$ cat src/rtl/sr_chk_pkg.sv
// Shared types and helpers for the SR latch checker: model state, decoded
// command, and the saturating increment used by every event counter.
package sr_chk_pkg;

  typedef enum logic [1:0] {
    UNINIT = 2'd0,
    VALID  = 2'd1,
    UNDEF  = 2'd2
  } model_state_e;

  typedef enum logic [1:0] {
    HOLD    = 2'd0,
    SET     = 2'd1,
    CLEAR   = 2'd2,
    ILLEGAL = 2'd3
  } cmd_e;

  typedef struct packed {
    model_state_e st;
    logic         exp;
  } model_t;

  localparam model_t MODEL_RST = '{st: UNINIT, exp: 1'b0};

  // The 33-bit sum keeps the saturation test exact for every max value.
  function automatic logic [31:0] sat_inc(input logic [31:0] val,
                                          input logic [1:0]  amt,
                                          input logic [31:0] max);
    logic [32:0] sum;
    sum = {1'b0, val} + {31'b0, amt};
    return (sum > {1'b0, max}) ? max : sum[31:0];
  endfunction

endpackage

$ cat src/rtl/sr_chk_sat_counter.sv
// CNT_W-wide event counter that adds 0..2 per cycle and holds at all-ones.
module sr_chk_sat_counter
  import sr_chk_pkg::*;
#(
  parameter int CNT_W = 8
) (
  input  logic             clk,
  input  logic             reset,
  input  logic [1:0]       inc_i,
  output logic [CNT_W-1:0] count_o
);

  localparam logic [CNT_W-1:0] ONES = '1;

  logic [CNT_W-1:0] cnt_q, cnt_d;
  logic [31:0]      sum_w;

  always_comb begin
    sum_w = sat_inc(32'(cnt_q), inc_i, 32'(ONES));
    cnt_d = sum_w[CNT_W-1:0];
  end

  always_ff @(posedge clk) begin
    if (reset) cnt_q <= '0;
    else       cnt_q <= cnt_d;
  end

  assign count_o = cnt_q;

endmodule

$ cat config.mk
export PLATFORM = sky130hd
export DESIGN_NAME = sr_chk_sat_counter
export DESIGN_NICKNAME = d
export VERILOG_FILES = /design/src/rtl/sr_chk_pkg.sv /design/src/rtl/sr_chk_sat_counter.sv
export SDC_FILE = /design/constraint.sdc
export NUM_CORES = 1
export LEC_CHECK = 0
export BUFFER_PORTS_ARGS = -buffer_cell sky130_fd_sc_hd__buf_2
export CAP_MARGIN = 20
export CORE_AREA = 2 2 39 41
export CTS_CLUSTER_DIAMETER = 80
export DETAILED_ROUTE_END_ITERATION = 10
export DIE_AREA = 0 0 41 43
export SLEW_MARGIN = 20
export SYNTH_ARGS = -nofsm -noshare
export SYNTH_HDL_FRONTEND = slang
export SYNTH_SLANG_ARGS = --single-unit
export TNS_END_PERCENT = 100
$ cat constraint.sdc
create_clock -name clk -period 2.2 [get_ports clk]
set_input_delay 0.22 -clock clk [delete_from_list [all_inputs] [get_ports clk]]
set_output_delay 0.22 -clock clk [all_outputs]
set_load 0.01 [all_outputs]
==> results.json <==
{
  "synthToLayoutAreaGrowth_pct": 25.4,
  "period_needed_ns": 1.73,
  "grt_pass1_wl_mm": 1.24,
  "cts-root-buf": "clkbuf_4",
  "dp_hpwl_microns": 568,
  "initial_core_util_pct": 27.8,
  "drv_cap": 0,
  "fin_crit_sh_pct": 78.4,
  "worstPathMaxFanout": 4,
  "syn_inst": 40,
  "peakVddDrop_v": 0.000225,
  "largest_reg_flops": 8,
  "synth_xor_area_share_pct": 2.28,
  "dieArea_sq_um": 1760,
  "slew_headroom_pct": 77.5,
  "yosysWarnings": 0,
  "seq_power_share_pct": 50.1,
  "core_area_sq_um": 1380,
  "rsz0062_at_grt": "false",
  "viasPerCell": 4.99,
  "endpoint_kind": "flip-flop",
  "synth.most_common_cell": "dfxtp_1",
  "grt.total_usage_pct": 11.2,
  "wire_per_inst_microns": 10.8,
  "insertion_delay_ns": 0.25,
  "final_core_util_pct": 34.8,
  "swShare_pct": 26.9,
  "rows": 14,
  "synth_area_leader_cell": "dfxtp_1",
  "synth.area.top_cells": "dfxtp_1, a21oi_1, ha_1, fa_1, o211a_1",
  "ys.flop_type": "dfxtp_1",
  "max_freq_ghz": 0.580,
  "critPathMaxStageDelay_ns": 0.54,
  "grt_antenna_before_repair": 0,
  "clkTransAtPathRegs_ns": 0.05,
  "clock_power_share_pct": 34.8,
  "grt_max_degree": 9,
  "vias": 349,
  "synth_top_cells_by_count": "dfxtp_1, a21oi_1, inv_1",
  "synthesis.area_sq_um": 384,
  "grt_use_met1_pct": 14.2,
  "yosys.area_share.simple_pct": 22.8,
  "cp_slowest_cell": "or4_1",
  "timing_worst_setup_path_type": "flip-flop to flip-flop",
  "num-nets-final": 63,
  "drive_above_1_share_pct": 31.5,
  "synth_top_area_share_pct": 41.7,
  "cp.arrival_ns": 1.87,
  "status": "completed",
  "worst_slack_ns": 0.475,
  "cts_tree": "yes",
  "synthAdderAreaFrac_pct": 11.7,
  "path_cells": "ha_1 -> fa_1 -> or4_1 -> o211a_1",
  "clock_path_buffers": 2,
  "async_flop_share_pct": 0,
  "postSynthNetCount": 47,
  "die_w_microns": 41,
  "report.final.slew_viol_count": 0,
  "boundaryPins": 12,
  "crit_required_ns": 2.35,
  "ant_nets": 0,
  "grt.busiest_layer": "met1",
  "cts_hold_buf": 0,
  "synth_top_family_by_area": "simple AND/OR/NAND/NOR gates",
  "syn_avg_cell_area_sq_um": 9.60,
  "overflow": 0,
  "drtPass1Iterations": 1,
  "cts_sinks": 8,
  "synth-edff-count": 0,
  "gp_congestion": 0.709,
  "p_sw_mw": 0.0881,
  "place_ws_ns": 0.439,
  "ys_ff_latch": 8,
  "worst_setup_path_start_kind": "flip-flop",
  "worstHoldPathType": "input pin to flip-flop",
  "crit_buf_inv": 0,
  "path_delay_family": "adder cells",
  "cts_made_buffers": 3,
  "drt_first_iter_violations": 0,
  "use_met3_pct": 3.14,
  "cts-resized-gates": 0,
  "setup_viol": 0,
  "power_leakage_nw": 0.237,
  "worst_pin_slew_ns": 0.338,
  "route.detailed.drc": 0,
  "intPower_mw": 0.239,
  "die_y_microns": 43,
  "synth.distinct_cells": 19,
  "muxShareOfSynthArea_pct": 0,
  "cts_setup_buffers": 0,
  "fin_setup_tns_ns": 0,
  "hold_viol": 0,
  "port_buffers": 11,
  "seq_area_frac_synth_pct": 41.7,
  "p_per_area_nw_per_um2": 680,
  "grt_pass1_vias": 320,
  "cts_max_level": 1,
  "fillers": 151,
  "finClkSkew_ns": 0.00110,
  "antenna_cells": 0,
  "combPwrFrac_pct": 15.1,
  "synth_compound_area_share_pct": 17.6,
  "drt-total-wl_microns": 753,
  "use_met2_pct": 13.4
}
## metrics by stage
step / std cells / hold slack (ns) / power (mW) / cell area [sq um]
after floorplan: 40 / 0.289 / 0.197 / 384
after global placement: 67 / 0.490 / 0.216 / 459
after detailed placement: 67 / 0.496 / 0.217 / 459
after CTS: 70 / 0.225 / 0.331 / 482
after global routing: 70 / 0.228 / 0.346 / 482
final: 70 / 0.230 / 0.327 / 482
## worst paths after layout
| kind | startpoint | slack [ns] | endpoint | cells past startpoint |
|---|---|---|---|---|
| setup / recovery | count_o[0] | 0.47 | count_o[7] | 4 |
| hold / removal | reset | 0.23 | count_o[2] | 2 |
| setup reg to reg | count_o[0] | 0.47 | count_o[7] | 4 |
| hold reg to reg | count_o[6] | 0.57 | count_o[6] | 2 |
## metal layers
layer / part of all wire, % / vias to the layer above
met5: 0 / -
met4: 5.0 / 0
met3: 5.0 / 5
met2: 40 / 11
met1: 49 / 152
li1: - / 181
## kinds of logic (layout without fill, tap and decap cells)
logic type	after synthesis	after routing
fa+ha+maj	3	3
simple gates	13	13
flops	8	8
xor+xnor	1	1
compound gates	11	11
buf+inv	4	18
## worst reg2reg max path: cells and delay by family, from the launching register on
kind            cells  cell delay (ns)
fa+ha+maj           2             0.64
compound gates      1             0.14
flops               1             0.31
simple gates        1             0.54
## layout make-up
class,count,area (sq um),area share [%]
multi-input cells,28,209,43.4
flip-flops and latches,8,160,33.2
repair buffers,11,55.1,11.4
clock buffers,3,22.5,4.68
well taps,16,20.0,4.16
inverters,4,15.0,3.12
## power by group through the flow
stage / sequential [mW] / clock (mW) / combinational (mW)
after floorplan: 0.171 / 0 / 0.0264
after CTS: 0.164 / 0.117 / 0.0501
after global placement: 0.167 / 0 / 0.0487
final: 0.164 / 0.114 / 0.0493
after detailed placement: 0.167 / 0 / 0.0497
after global routing: 0.166 / 0.123 / 0.0565
## placed cells by master (no fill, tap or decap)
cell      Yosys  layout
nand3_2       1       1
ha_1          2       2
or4_1         1       1
clkbuf_4      0       3
nand3_1       2       2
and4b_1       1       1
nor3_1        2       2
a21oi_1       5       5
inv_1         4       4
nand4_1       1       1
dfxtp_1       8       8
o211a_1       2       2
and3_2        1       1
or3_1         2       2
buf_2         0      11
a31oi_1       2       2
nand2_1       1       1
fa_1          1       1
o21ai_0       2       2
and4_2        1       1
xnor2_1       1       1
(Power assumes the default switching activity.)
